**config.mk**
```make
export PLATFORM = sky130hd
export DESIGN_NAME = dmux_stream_nway
export DESIGN_NICKNAME = d
export VERILOG_FILES = /design/src/rtl/dmux_stream_nway.sv
export SDC_FILE = /design/constraint.sdc
export NUM_CORES = 1
export LEC_CHECK = 0
export ABC_CLOCK_PERIOD_IN_PS = 3400
export CORE_ASPECT_RATIO = 1.4
export CORE_MARGIN = 1.5
export CORE_UTILIZATION = 52
export CTS_BUF_LIST = sky130_fd_sc_hd__clkbuf_4 sky130_fd_sc_hd__clkbuf_8
export DETAILED_ROUTE_END_ITERATION = 16
export GPL_TIMING_DRIVEN = 1
export PLACE_DENSITY = 0.88
export SLEW_MARGIN = 30
export SYNTH_ARGS = -nofsm -noshare
export SYNTH_HDL_FRONTEND = slang
export SYNTH_SLANG_ARGS = --single-unit
```
**constraint.sdc**
```tcl
create_clock -name clk -period 3.4 [get_ports clk]
set_input_delay 0.85 -clock clk [delete_from_list [all_inputs] [get_ports clk]]
set_output_delay 0.85 -clock clk [all_outputs]
set_load 0.01 [all_outputs]
```
**src/rtl/dmux_stream_nway.sv**
```systemverilog
// Registered N-way stream demultiplexer with a valid/ready handshake.
// Each input word goes to one channel (in_sel) or to every channel (in_bcast).
// Every channel has its own one-entry output register, so a stalled sink
// blocks only words aimed at that channel.
module dmux_stream_nway #(
    parameter int DATA_W = 16,
    parameter int N      = 8,
    parameter int SEL_W  = 3
) (
    input  logic                clk,
    input  logic                reset,
    input  logic                in_valid,
    output logic                in_ready,
    input  logic [DATA_W-1:0]   in_data,
    input  logic [SEL_W-1:0]    in_sel,
    input  logic                in_bcast,
    output logic [N-1:0]        out_valid,
    input  logic [N-1:0]        out_ready,
    output logic [N*DATA_W-1:0] out_data,
    output logic                sel_err,
    output logic [15:0]         xfer_cnt
);

    logic [N-1:0]        valid_q, valid_d;
    logic [N*DATA_W-1:0] data_q, data_d;
    logic                sel_err_q, sel_err_d;
    logic [15:0]         cnt_q, cnt_d;

    logic [N-1:0]        free;
    logic [N-1:0]        sel_hit;
    logic [N-1:0]        load;
    logic                sel_ok;
    logic                accept;

    // Channel availability, selection decode and input-side handshake.
    // Selecting through a one-hot decode keeps out-of-range in_sel values
    // from indexing past the last channel.
    always_comb begin
        free    = ~valid_q | out_ready;
        sel_hit = '0;
        for (int unsigned k = 0; k < N; k++) begin
            sel_hit[k] = (in_sel == SEL_W'(k));
        end
        sel_ok = |sel_hit;
        if (in_bcast) begin
            in_ready = &free;
        end else if (sel_ok) begin
            in_ready = |(sel_hit & free);
        end else begin
            in_ready = 1'b1;
        end
        accept = in_valid & in_ready;
        load   = '0;
        if (accept) begin
            load = in_bcast ? '1 : sel_hit;
        end
    end

    // Next state: drains clear valid flags, loads set them and win over a
    // same-cycle drain; lane data changes only when that lane is loaded.
    always_comb begin
        valid_d = (valid_q & ~out_ready) | load;
        data_d  = data_q;
        for (int unsigned k = 0; k < N; k++) begin
            if (load[k]) begin
                data_d[k*DATA_W +: DATA_W] = in_data;
            end
        end
        sel_err_d = accept & ~in_bcast & ~sel_ok;
        cnt_d     = accept ? cnt_q + 16'd1 : cnt_q;
    end

    // State registers with synchronous reset that overrides any transfer.
    always_ff @(posedge clk) begin
        if (reset) begin
            valid_q   <= '0;
            data_q    <= '0;
            sel_err_q <= 1'b0;
            cnt_q     <= '0;
        end else begin
            valid_q   <= valid_d;
            data_q    <= data_d;
            sel_err_q <= sel_err_d;
            cnt_q     <= cnt_d;
        end
    end

    // Output drive straight from the registers.
    always_comb begin
        out_valid = valid_q;
        out_data  = data_q;
        sel_err   = sel_err_q;
        xfer_cnt  = cnt_q;
    end

endmodule

```
==> impl_metrics.tcl <==
set metrics [dict create \
    status "finished, final reports clean" \
    ys_seq_area_share_pct 51.8 \
    r2r-end "xfer_cnt[4]$_SDFFE_PP0P_" \
    synth_edf_count 0 \
    ff2ff_path_depth 9 \
    grt_pass1_vias 4978 \
    wirelength_mm 16.5 \
    portBuffers 184 \
    setup_viol 0 \
    place_congestion 0.828 \
    internal_power_w 0.00295 \
    finalHoldViolCount 0 \
    dieArea_um2 12000 \
    yosysMostFrequentCell "dfxtp_1" \
    r2r-start "out_valid[0]$_SDFF_PP0_" \
    clock-sinks 153 \
    drv_cap 0 \
    finalMaxSlewViolations 0 \
    clkTransAtPathRegs_ps 80 \
    htreeDepth 4 \
    hold_buffers 0 \
    crit_fanout 3 \
    end_kind "output port" \
    fin_skew_ps 12.1 \
    rrSetupSlack_ps 1140 \
    synth_cell_types 37 \
    fmax_ghz 0.323 \
    hp-start "out_data[87]$_SDFFE_PP0P_" \
    synth_area_leaders "dfxtp_1 (52%), mux2i_1 (22%), nor2_1 (8.7%)" \
    yosysWarnings 0 \
    cts_tree "built" \
    place_ws_ps -209 \
    via_per_inst 5.32 \
    power.density_nw_per_um2 500 \
    power_frac_comb_pct 19.4 \
    p_clk_share_pct 33.5 \
    syn-num-nets 618 \
    synth-seq-cells 153 \
    chipWidth_um 93.1 \
    post_cts_buffers 0 \
    switchingPower_w 0.00124 \
    area_growth_syn_to_layout_pct 41.6 \
    antennaDiodeCount 0 \
    swShare_pct 29.6 \
    relSlewSlack_pct 40.1 \
    layout-drive-gt1-share_pct 9.65 \
    cp_data_required_time_ps 2550 \
    fin_hold_ws_ps 498 \
    start_util_pct 53.8 \
    holdPathStages 2 \
    insertion_delay_ps 460 \
    crit_start "out_ready[1]" \
    worstSetupPathType "in2out" \
    yosys.area.top_type_share_pct 51.8 \
    worst_setup_path_start_kind "primary input" \
    pwr-share-seq_pct 47.0 \
    synthArstFlopShare_pct 0 \
    finalPower_w 0.00419 \
    fin_nets 796 \
    syn_area_um2 5910 \
    clk_path_buf_depth 2 \
    vias 4886 \
    drtAntennaViolNets 0 \
    drt_iter0_drc 165 \
    p_leak_nw 3.49 \
    hold-path-endpoint "out_data[87]$_SDFFE_PP0P_" \
    min_path_type "reg2reg" \
    grtUsageTotal_pct 28.1 \
    dp_hpwl_mm 11.5 \
    final_util_pct 76.2 \
    num_rows 45 \
    grt_antenna_before_repair 0 \
    finalCritPeriodShare_pct 91.0 \
    placed_area_um2 7930 \
    tightestPinTransition_ps 898 \
    drt-wirelength-per-cell_um 18.0 \
    synth.avg_cell_area_um2 10.1 \
    setup_slack_ps 307 \
    firstDrtPassIters 7 \
    synth_commonest_cells "dfxtp_1 (153), nor2_1 (137), mux2i_1 (129)" \
    num_io_pins 185 \
    finalCriticalPeriod_ps 3090 \
    grt_pass1_wl_mm 25.6 \
    ys.flop_type "dfxtp_1" \
    synth_top_cell_by_area "dfxtp_1" \
    fp.dieH_um 129 \
    syn-instance-count 586 \
    drc 0 \
    rsz0062_at_grt "no" \
    overflow 0 \
    cp.arrival_ps 2240 \
    design_area_um2 8370 \
    coreArea_um2 11000 \
    numCtsBuffers 17 \
    peakVddDrop_v 0.000435 \
    grt_max_degree 90 \
    root_buffer "clkbuf_8" \
]
## power by group through the flow
| stage | clock (W) | combinational, W | sequential (W) |
|---|---|---|---|
| global placement | 0 | 0.000783 | 0.00200 |
| detailed placement | 0 | 0.000804 | 0.00201 |
| finish | 0.00140 | 0.000814 | 0.00197 |
| floorplan | 0 | 0.000373 | 0.00205 |
| global route | 0.00150 | 0.000867 | 0.00198 |
| CTS | 0.00143 | 0.000815 | 0.00197 |
## kinds of logic after synthesis
family / count (synthesis) / synth area share, %
xor+xnor: 1 / 0.148
flops: 153 / 51.8
simple gates: 192 / 14.6
compound gates: 45 / 5.63
mux: 131 / 22.2
fa+ha+maj: 1 / 0.212
other cells: 1 / 0.0634
buf+inv: 62 / 5.31
## cell usage in the layout, fill, tap and decap left out, types with 5 or more instances in the layout
master	n
nand2_1	7
inv_1	9
dfxtp_1	153
a21oi_1	18
mux2i_1	129
o31ai_1	9
nand4_1	6
clkbuf_8	17
clkdlybuf4s50_1	180
inv_6	7
or4_1	11
inv_8	5
nand2b_1	7
nand3_1	6
nor2_1	136
buf_4	25
## registers in the layout, indices dropped and copies added, names as in the netlist
| name | cells |
|---|---|
| out_data | 128 |
| out_valid | 8 |
| sel_err | 1 |
| xfer_cnt | 16 |
## worst max-delay path: stages
cell and delay, ps:
clkdlybuf4s50_1 420, nand2b_4 170, a221oi_4 330, a221oi_4 120, a21o_1 170, dlymetal6s2s_1 170
## per-layer routing
metal  global-route usage, %  vias up  wire [um]
met4                    14.9        0        552
li1                        -     2342          -
met2                    48.7      168       8650
met1                    31.0     2338       6280
met5                       0        -          0
met3                    7.92       38       1010
## layout make-up
class	count	area, um^2
sequential	153	3060
fill	749	2610
multi-input combinational	371	2590
timing repair buffer	212	2100
clock buffer	17	234
tap	141	176
clock inverter	15	171
inverter	9	33.8
## metrics by stage
stage,setup TNS [ps],cells
after floorplan,0,586
after global placement,-160,886
after detailed placement,-209,886
after CTS,0,918
after global routing,0,918
final,0,918
## repair_timing
action / CTS / global route
gates cloned: 0 / 0
resized for setup: 7 / 2
setup endpoints to repair: 1 / 1
pin swaps: 2 / 1
## worst max path at each step
stage | cells after the start | slack (ps) | to
3_3_place_gp | 6 | -160 | in_ready
5_1_grt | 6 | 260 | in_ready
2_1_floorplan | 5 | 740 | in_ready
6_report | 6 | 310 | in_ready
4_1_cts | 6 | 3 | in_ready
3_5_place_dp | 6 | -210 | in_ready
No activity file was read; power rests on OpenSTA's default activity.
